==> src/rtl/dn_arb_pkg.sv <==
// dn_arb_pkg
// Shared types for the download-port arbiter: the arbiter state machine
// encoding, the download index that identifies a ROM image, and the select
// code that picks which writer owns the download port on a given cycle.
package dn_arb_pkg;

    typedef enum logic [1:0] {
        IDLE   = 2'd0,
        LOAD   = 2'd1,
        SETTLE = 2'd2,
        RUN    = 2'd3
    } arb_state_t;

    typedef enum logic [1:0] {
        SEL_NONE  = 2'd0,
        SEL_IOCTL = 2'd1,
        SEL_HS    = 2'd2
    } arb_sel_t;

    localparam logic [15:0] ROM_INDEX = 16'd0;

endpackage

==> src/rtl/dn_port_arbiter_settle_timer.sv <==
// settle_timer
// Counts how long the arbiter has been in its post-download settle phase.
// Ports:
//   clk    - clock
//   reset  - asynchronous active-high reset
//   clear  - hold the count at zero (asserted whenever not settling)
//   done   - high on the last settle cycle, i.e. after CYCLES-1 counted cycles
module settle_timer #(
    parameter int CYCLES = 16
) (
    input  logic clk,
    input  logic reset,
    input  logic clear,
    output logic done
);

    localparam int CNT_W = $clog2(CYCLES + 1);
    localparam logic [CNT_W-1:0] LAST = CNT_W'(CYCLES - 1);

    logic [CNT_W-1:0] count_r;

    // Decode the terminal count; with CYCLES=1 this is true on the first settle cycle.
    always_comb begin
        done = (count_r == LAST);
    end

    // Settle cycle counter: cleared outside the settle phase, parks at the terminal value.
    always_ff @(posedge clk or posedge reset) begin
        if (reset) begin
            count_r <= '0;
        end else if (clear) begin
            count_r <= '0;
        end else if (!done) begin
            count_r <= count_r + CNT_W'(1);
        end else begin
            count_r <= count_r;
        end
    end

endmodule

==> src/rtl/dn_port_arbiter.sv <==
// dn_port_arbiter
// Owns the core's single ROM/RAM download port and the core reset. The port
// is shared between the HPS ioctl ROM download (index 0, always wins) and the
// high-score NVRAM restore requester (only served once the core is running).
// The core is held in reset from power-up, during each ROM download and for
// SETTLE_CYCLES cycles after it.
// Ports:
//   clk_sys, reset                      - clock, asynchronous active-high reset
//   ioctl_download/index/wr/addr/dout   - HPS download interface
//   hs_req/hs_addr/hs_data, hs_ack      - high-score restore handshake
//   dn_addr/dn_data/dn_wr               - download port towards the core
//   core_reset, rom_ready               - core reset and image-ready flag
//   err_oversize, load_bytes            - load diagnostics
module dn_port_arbiter
    import dn_arb_pkg::*;
#(
    parameter int                ADDR_W        = 18,
    parameter int                HS_ADDR_W     = 10,
    parameter logic [ADDR_W-1:0] HS_BASE       = 18'h3FC00,
    parameter int                SETTLE_CYCLES = 16
) (
    input  logic                 clk_sys,
    input  logic                 reset,
    input  logic                 ioctl_download,
    input  logic [15:0]          ioctl_index,
    input  logic                 ioctl_wr,
    input  logic [24:0]          ioctl_addr,
    input  logic [7:0]           ioctl_dout,
    input  logic                 hs_req,
    input  logic [HS_ADDR_W-1:0] hs_addr,
    input  logic [7:0]           hs_data,
    output logic                 hs_ack,
    output logic [ADDR_W-1:0]    dn_addr,
    output logic [7:0]           dn_data,
    output logic                 dn_wr,
    output logic                 core_reset,
    output logic                 rom_ready,
    output logic                 err_oversize,
    output logic [ADDR_W:0]      load_bytes
);

    localparam logic [ADDR_W:0] LOAD_MAX = {1'b1, {ADDR_W{1'b0}}};

    arb_state_t          state_r;
    arb_state_t          next_s;
    arb_sel_t            sel_s;
    logic                rom_load_s;
    logic                in_range_s;
    logic                io_wr_s;
    logic                oversize_s;
    logic                hs_grant_s;
    logic                entering_load_s;
    logic                settle_done_s;
    logic [ADDR_W:0]     bytes_base_s;
    logic [ADDR_W-1:0]   hs_dn_addr_s;

    logic                hs_ack_r;
    logic [ADDR_W-1:0]   dn_addr_r;
    logic [7:0]          dn_data_r;
    logic                dn_wr_r;
    logic                core_reset_r;
    logic                rom_ready_r;
    logic                err_oversize_r;
    logic [ADDR_W:0]     load_bytes_r;

    settle_timer #(
        .CYCLES (SETTLE_CYCLES)
    ) u_settle_timer (
        .clk   (clk_sys),
        .reset (reset),
        .clear (state_r != SETTLE),
        .done  (settle_done_s)
    );

    // Request decode and port-owner selection; ioctl always takes precedence.
    // The high-score writer is also held off while a ROM download is asserted,
    // so no restore byte lands in an image that is about to be replaced.
    always_comb begin
        rom_load_s   = ioctl_download && (ioctl_index == ROM_INDEX);
        in_range_s   = (ioctl_addr[24:ADDR_W] == '0);
        io_wr_s      = rom_load_s && ioctl_wr;
        oversize_s   = io_wr_s && !in_range_s;
        hs_grant_s   = (state_r == RUN) && hs_req && !hs_ack_r && !ioctl_wr && !rom_load_s;
        hs_dn_addr_s = HS_BASE + {{(ADDR_W-HS_ADDR_W){1'b0}}, hs_addr};
        if (io_wr_s && in_range_s) begin
            sel_s = SEL_IOCTL;
        end else if (hs_grant_s) begin
            sel_s = SEL_HS;
        end else begin
            sel_s = SEL_NONE;
        end
    end

    // Next-state logic for the reset/load sequencer.
    always_comb begin
        next_s = state_r;
        case (state_r)
            IDLE:    next_s = rom_load_s ? LOAD : IDLE;
            LOAD:    next_s = rom_load_s ? LOAD : SETTLE;
            SETTLE: begin
                if (rom_load_s) begin
                    next_s = LOAD;
                end else if (settle_done_s) begin
                    next_s = RUN;
                end else begin
                    next_s = SETTLE;
                end
            end
            RUN:     next_s = rom_load_s ? LOAD : RUN;
            default: next_s = IDLE;
        endcase
    end

    // A byte accepted on the cycle LOAD is entered counts towards the new load.
    always_comb begin
        entering_load_s = (next_s == LOAD) && (state_r != LOAD);
        if (entering_load_s) begin
            bytes_base_s = '0;
        end else begin
            bytes_base_s = load_bytes_r;
        end
    end

    // State register.
    always_ff @(posedge clk_sys or posedge reset) begin
        if (reset) begin
            state_r <= IDLE;
        end else begin
            state_r <= next_s;
        end
    end

    // Registered port, handshake and status outputs (decoded from next state).
    always_ff @(posedge clk_sys or posedge reset) begin
        if (reset) begin
            dn_wr_r        <= 1'b0;
            dn_addr_r      <= '0;
            dn_data_r      <= 8'h00;
            hs_ack_r       <= 1'b0;
            core_reset_r   <= 1'b1;
            rom_ready_r    <= 1'b0;
            err_oversize_r <= 1'b0;
            load_bytes_r   <= '0;
        end else begin
            dn_wr_r      <= (sel_s != SEL_NONE);
            hs_ack_r     <= (sel_s == SEL_HS);
            core_reset_r <= (next_s != RUN);
            rom_ready_r  <= (next_s == RUN);
            case (sel_s)
                SEL_IOCTL: begin
                    dn_addr_r <= ioctl_addr[ADDR_W-1:0];
                    dn_data_r <= ioctl_dout;
                end
                SEL_HS: begin
                    dn_addr_r <= hs_dn_addr_s;
                    dn_data_r <= hs_data;
                end
                default: begin
                    dn_addr_r <= dn_addr_r;
                    dn_data_r <= dn_data_r;
                end
            endcase
            if (entering_load_s) begin
                err_oversize_r <= oversize_s;
            end else begin
                err_oversize_r <= err_oversize_r | oversize_s;
            end
            if ((sel_s == SEL_IOCTL) && (bytes_base_s != LOAD_MAX)) begin
                load_bytes_r <= bytes_base_s + (ADDR_W+1)'(1);
            end else begin
                load_bytes_r <= bytes_base_s;
            end
        end
    end

    assign hs_ack       = hs_ack_r;
    assign dn_addr      = dn_addr_r;
    assign dn_data      = dn_data_r;
    assign dn_wr        = dn_wr_r;
    assign core_reset   = core_reset_r;
    assign rom_ready    = rom_ready_r;
    assign err_oversize = err_oversize_r;
    assign load_bytes   = load_bytes_r;

endmodule
==> config.mk <==
export PLATFORM = sky130hd
export DESIGN_NAME = dn_port_arbiter
export DESIGN_NICKNAME = d
export VERILOG_FILES = /design/src/rtl/dn_arb_pkg.sv /design/src/rtl/dn_port_arbiter_settle_timer.sv /design/src/rtl/dn_port_arbiter.sv
export SDC_FILE = /design/constraint.sdc
export NUM_CORES = 1
export LEC_CHECK = 0
export ABC_AREA = 0
export CORE_MARGIN = 2
export CORE_UTILIZATION = 45
export CTS_BUF_LIST = sky130_fd_sc_hd__clkbuf_8
export DETAILED_ROUTE_END_ITERATION = 10
export PLACE_DENSITY = 0.86
export SYNTH_ARGS = -nofsm -noshare
export SYNTH_HDL_FRONTEND = slang
export SYNTH_SLANG_ARGS = --single-unit
==> constraint.sdc <==
create_clock -name clk_sys -period 3.4 [get_ports clk_sys]
set_input_delay 0.68 -clock clk_sys [delete_from_list [all_inputs] [get_ports clk_sys]]
set_output_delay 0.68 -clock clk_sys [all_outputs]
set_load 0.05 [all_outputs]
; Word-level counts from Yosys, hierarchy flattened
; Cells that the tools add are included.
[word_totals]
regBits = 57
input_bits = 72
elab_cells = 61
[op_classes]
n_addsub = 3
n_eq_ne = 13
muxes = 15
n_bitwise = 1
n_reduce_logical = 19
[ops]
columns = op, n
row1 = 19-bit 2-to-1 mux, 2
row2 = 18-bit case mux with 2 select lines, 1
row3 = "19-bit by 1-bit adder with 19-bit output, second input constant", 1
row4 = "19-bit != test, second input constant", 1
row5 = 16-bit logical NOT, 1
row6 = 8-bit case mux with 2 select lines, 1
row7 = "11-bit by 11-bit adder with 12-bit output, first input constant", 1
row8 = 1-bit logical AND, 10
row9 = 2-bit 2-to-1 mux, 5
row10 = 5-bit 2-to-1 mux, 2
row11 = "2-bit equality test, second input constant", 4
row12 = 2-bit case mux with 4 select lines, 1
row13 = 7-bit logical NOT, 1
row14 = "2-bit by 1-bit equality test with 1-bit output, second input constant", 3
row15 = "5-bit by 1-bit adder with 5-bit output, second input constant", 1
row16 = "5-bit by 4-bit equality test with 1-bit output, second input constant", 1
row17 = 1-bit logical NOT, 4
row18 = "2-bit by 1-bit != test with 1-bit output, second input constant", 2
row19 = "2-bit != test, second input constant", 2
row20 = 2-bit nonzero test, 2
row21 = 1-bit 2-to-1 mux, 3
row22 = 2-bit logical NOT, 1
row23 = 1-bit bitwise OR, 1

; Logic depth before layout (Yosys ltp)
[logic_depth]
ltp_word = 10
ltp_mapped = 8

; Cells and area by module
; A second synthesis with hierarchy kept.
[unflattened]
hier_cells = 308
area_unflattened_um2 = 2984.1
[by_module_without_submodules]
columns = mod, instances, cells_each, area_per_inst_um2, seq_area_each_um2
row1 = dn_port_arbiter, 1, 285, 2741.4, 1302.5
row2 = settle_timer, 1, 23, 242.7, 125.1

; Worst setup path before layout
; Ideal clock, no wire load.
[synth_path]
path_type = input -> register
startpoint = input ioctl_index[14]
endpoint = register load_bytes_r[6] (netlist: load_bytes[6])
t_arrival_ns = 2.127
t_required_ns = 3.322
path_slack_ns = 1.195
stages = 6
path_cell_list = nor4b_4 > nand4_2 > or2_0 > clkbuf_1 > or4_1 > a21oi_1
[synth_between]
elab_chain_cells = 10
elab_cells_between_ends = 21
classes_between = add/sub: 1 / eq/ne: 3 / mux: 9 / reduce/logical: 8
[synth_lines]
columns = element, line
row1 = start: declaration, dn_port_arbiter.sv:25  ; input logic [15:0] ioctl_index,
row2 = 16-bit logical NOT *, dn_port_arbiter.sv:79  ; rom_load_s = ioctl_download && (ioctl_index == ROM_INDEX);
row3 = 1-bit logical AND *, dn_port_arbiter.sv:79
row4 = branches (longest 7 deep; another with 19-bit by 1-bit adder with 19-bit output), --
row5 = 19-bit 2-to-1 mux *, dn_port_arbiter.sv:168  ; if ((sel_s == SEL_IOCTL) && (bytes_base_s != LOAD_MAX)) begin
row6 = end signal: assignment, dn_port_arbiter.sv:169  ; load_bytes_r <= bytes_base_s + (ADDR_W+1)'(1);
row7 = end signal: assignment, dn_port_arbiter.sv:171  ; load_bytes_r <= bytes_base_s;
row8 = end: declaration, dn_port_arbiter.sv:64  ; logic [ADDR_W:0] load_bytes_r;
; Mark *: on every way between the ends.
; A chain may end at the register's enable or synchronous reset.

; Worst setup path in the final report
[layout_path]
startpoint = input ioctl_index[10]
endpoint = register dn_data_r[3] (netlist: dn_data[3])
[layout_between]
elab_chain_cells = 8
elab_cells_between_ends = 12
classes_between = eq/ne: 2 / mux: 3 / reduce/logical: 7
[layout_lines]
columns = element, line
row1 = 16-bit logical NOT *, dn_port_arbiter.sv:79
row2 = 1-bit logical AND *, dn_port_arbiter.sv:79
row3 = 1-bit logical NOT, dn_port_arbiter.sv:83  ; hs_grant_s = (state_r == RUN) && hs_req && !hs_ack_r && !ioctl_wr && !rom_load_s;
row4 = 1-bit logical AND, dn_port_arbiter.sv:83
row5 = 2-bit 2-to-1 mux, dn_port_arbiter.sv:87  ; end else if (hs_grant_s) begin
row6 = 2-bit 2-to-1 mux *, dn_port_arbiter.sv:85  ; if (io_wr_s && in_range_s) begin
row7 = 2-bit equality test or 2-bit by 1-bit equality test with 1-bit output (tied branches), dn_port_arbiter.sv:149  ; case (sel_s)
row8 = 8-bit case mux with 2 select lines or 2-bit nonzero test (tied branches), --
row9 = end signal: assignment, dn_port_arbiter.sv:152  ; dn_data_r <= ioctl_dout;
row10 = end signal: assignment, dn_port_arbiter.sv:156  ; dn_data_r <= hs_data;
row11 = end signal: assignment, dn_port_arbiter.sv:160  ; dn_data_r <= dn_data_r;
row12 = end: declaration, dn_port_arbiter.sv:59  ; logic [7:0] dn_data_r;
; Every way passes the cells marked *; elsewhere a longest branch is shown, timed or not.

==> impl_metrics.py <==
metrics = {
    "outcome": {
        "status": "completed",
    },
    "floorplan": {
        "start_util_pct": 45.73,
        "core_region_area_um2": 6241,
        "die_area_um2": 6995,
        "rows": 29,
        "ios": 122,
        "fp.dieW_um": 83.64,
        "fp.dieH_um": 83.64,
    },
    "cts": {
        "clockRootBuffer": "clkbuf_8",
        "cts_tree": "built",
        "post_cts_resized": 0,
        "cts.sinks": 57,
        "clock_latency_ps": 330,
        "post_cts_buffers": 0,
        "numCtsBuffers": 9,
        "clk_pin_slew_worst_paths_ps": 60,
        "cts_hold_buf": 0,
        "clockBufferDepth": 2,
        "cts_htree_levels": 3,
    },
    "timing": {
        "finalCritPeriodShare_pct": 75.46,
        "hold_viol": 0,
        "tightest_slew_ps": 631.7,
        "drv_slew": 0,
        "layout_min_cycle_time_ps": 2566,
        "maxSlewHeadroom_pct": 57.89,
        "setup_viol": 0,
        "holdWs_ps": 501.4,
        "max_freq_mhz": 389.7,
        "skew_ps": 9.989,
        "totalNegativeSetupSlack_ps": 0,
        "rsz0062_at_grt": "no",
    },
    "global_route": {
        "grt_pass1_vias": 2678,
        "antenna_found_initial": 0,
        "grtUsageMet3_pct": 5.836,
        "grt.overflow.total": 0,
        "grtUsageMet1_pct": 26.74,
        "grt_pass1_wl_mm": 12.43,
        "use_met2_pct": 36.95,
        "globalRouteTotalUtil_pct": 22.11,
        "grt_max_degree": 38,
        "gr-max-usage-layer": "met2",
    },
    "synthesis": {
        "synth_top_area_cell": "dfrtp_1",
        "ys.flop_type": "dfrtp_1",
        "ys_seq_area_share_pct": 50.02,
        "netlist_area_um2": 2854,
        "yosysWarnings": 0,
        "syn_nets": 361,
        "synth.distinct_cells": 40,
        "synth.most_common_cell": "dfrtp_1",
        "synth.area.top_cells": "dfrtp_1 (49%), mux2i_1 (6.7%), nand2_1 (6.2%), xnor2_1 (5.2%), nor2_1 (3.7%)",
        "synth_edf_count": 0,
        "ys_ff_latch": 57,
        "avgSynthCellArea_um2": 9.944,
        "synthDominantCellAreaShare_pct": 49.10,
        "syn_inst": 287,
        "synthArstFlopShare_pct": 100.0,
        "synth_common_cells": "dfrtp_1 (56), nand2_1 (47), nor2_1 (28)",
    },
    "setup_path": {
        "crit_family": "simple AND/OR/NAND/NOR gates",
        "cp_max_fo": 37,
        "slowest_delay_ps": 440,
        "endpoint_kind": "flip-flop",
        "regToRegSetupSlack_ps": 1080,
        "worstRegToRegCells": 5,
        "reg2reg_to": "load_bytes[14]",
        "regToRegStartpoint": "load_bytes[0]",
        "start_kind": "primary input",
        "critPathArrivalTime_ps": 2750,
        "worstPathCellList": "clkdlybuf4s50_1, nor4_4, and4_1, nand2_1, nand2_1, inv_2, nand2_1, o21ai_1",
        "slowest_stage": "clkdlybuf4s50_1",
        "crit_top_cell": "nand2_1",
        "worstSetupPathType": "in -> reg",
        "cp.required_ps": 3590,
        "worst-path-buf-inv": 2,
    },
    "power_and_ir_drop": {
        "powerDensity_nw_per_um2": 371.3,
        "vdd_drop_max_mv": 0.2713,
        "power_mw": 1.601,
        "leakagePower_nw": 1.852,
    },
    "hold_path": {
        "hold_path_end": "err_oversize",
        "hold_path_depth": 1,
        "hold_path_class": "reg -> reg",
        "hp-start": "err_oversize",
    },
    "drt": {
        "routed_via_density": 5.290,
        "ant_nets": 0,
        "wl_mm": 7.359,
        "detail_route.first_pass.iterations": 4,
        "drt_iter0_drc": 157,
        "routedWlPerCell_um": 14.93,
        "drc": 0,
        "vias": 2608,
    },
    "placement": {
        "place.gp.congestion": 0.7624,
        "place_hpwl_mm": 5.564,
        "io_buffers": 121,
    },
    "layout": {
        "regArea_um2": 1428,
        "nFillCells": 516,
        "area_growth_pct": 51.03,
        "drive_above_1_share_pct": 8.894,
        "multiInputGateArea_um2": 1335,
        "n_antenna_cell": 0,
        "nets": 485,
    },
    "job": {
        "drv_cap": 0,
    },
}
power breakdown:
part / internal [mW] / switching (mW)
registers: 0.712 / 0.0207
clock network: 0.252 / 0.266
logic: 0.154 / 0.196
kinds of logic (layout without fill, tap and decap cells):
kind of cell               count (synthesis)  count (layout)  share of synthesized area, %
AOI/OAI and AO/OA                         25              25                         4.867
and+or+nand+nor                          141             141                         28.23
xor gates and xnor gates                  20              20                         6.138
buffers and inverters                     23             152                         3.200
DFF                                       57              57                         50.02
adders and majority gates                  2               2                        0.8767
muxes                                     19              19                         6.664
stage by stage:
step | setup slack (ps) | std cells | area (µm²) | utilization [%]
2_1_floorplan | 1195 | 287 | 2854 | -
6_report | 834.2 | 493 | 4310 | 69.07
3_3_place_gp | 544.1 | 477 | 4153 | 66.54
3_5_place_dp | 483.2 | 477 | 4153 | 66.54
5_1_grt | 588.8 | 493 | 4310 | 69.07
4_1_cts | 834.6 | 493 | 4310 | 69.07
worst max-delay path by stage:
stage          cells after the start       endpoint             from  slack (ps)
3_3_place_gp                       8     dn_addr[9]  ioctl_index[14]         540
6_report                           8     dn_data[3]  ioctl_index[10]         830
4_1_cts                            8     dn_addr[6]  ioctl_index[10]         830
3_5_place_dp                       8     dn_addr[6]  ioctl_index[10]         480
5_1_grt                            8     dn_addr[1]   ioctl_index[7]         590
2_1_floorplan                      6  load_bytes[6]  ioctl_index[14]        1200
sequential cells by signal (all words and copies together), names as in the netlist:
signal	cells
rom_ready	1
dn_wr	1
dn_addr	18
dn_data	8
u_settle_timer.count_r	5
hs_ack	1
core_reset	1
state_r	2
err_oversize	1
load_bytes	19
routing by layer:
| metal | part of all wire (%) | wire (µm) |
|---|---|---|
| met1 | 40 | 2949 |
| met2 | 50 | 3662 |
| met5 | 0 | 0 |
| met4 | 2.4 | 179 |
| met3 | 7.7 | 569 |
cell usage in the layout, fill, tap and decap left out, types with 3 or more instances in the layout:
master | netlist | routed
clkdlybuf4s50_1 | 0 | 121
dfrtp_1 | 56 | 56
nand2_1 | 47 | 47
nor2_1 | 28 | 28
mux2i_1 | 19 | 19
o21ai_1 | 18 | 18
xnor2_1 | 17 | 17
nand3_1 | 15 | 15
nor4_1 | 10 | 10
inv_1 | 7 | 9
clkbuf_8 | 0 | 9
buf_4 | 0 | 7
nor3_1 | 5 | 5
nor4_2 | 5 | 5
nand4_1 | 4 | 4
nor4_4 | 3 | 3
and4_1 | 3 | 3
nand2b_1 | 3 | 3
xor2_1 | 3 | 3
and3_1 | 3 | 3
or4_1 | 3 | 3
clkinv_2 | 0 | 3
layout make-up:
cell class,instances,area share [%]
Clock buffer,9,2.874
Clock inverter,7,0.7837
Inverter,8,0.6967
Multi-Input combinational cell,207,30.97
Sequential cell,57,33.12
Tap cell,77,2.235
Timing Repair Buffer,128,29.32
(Power assumes the default switching activity.)
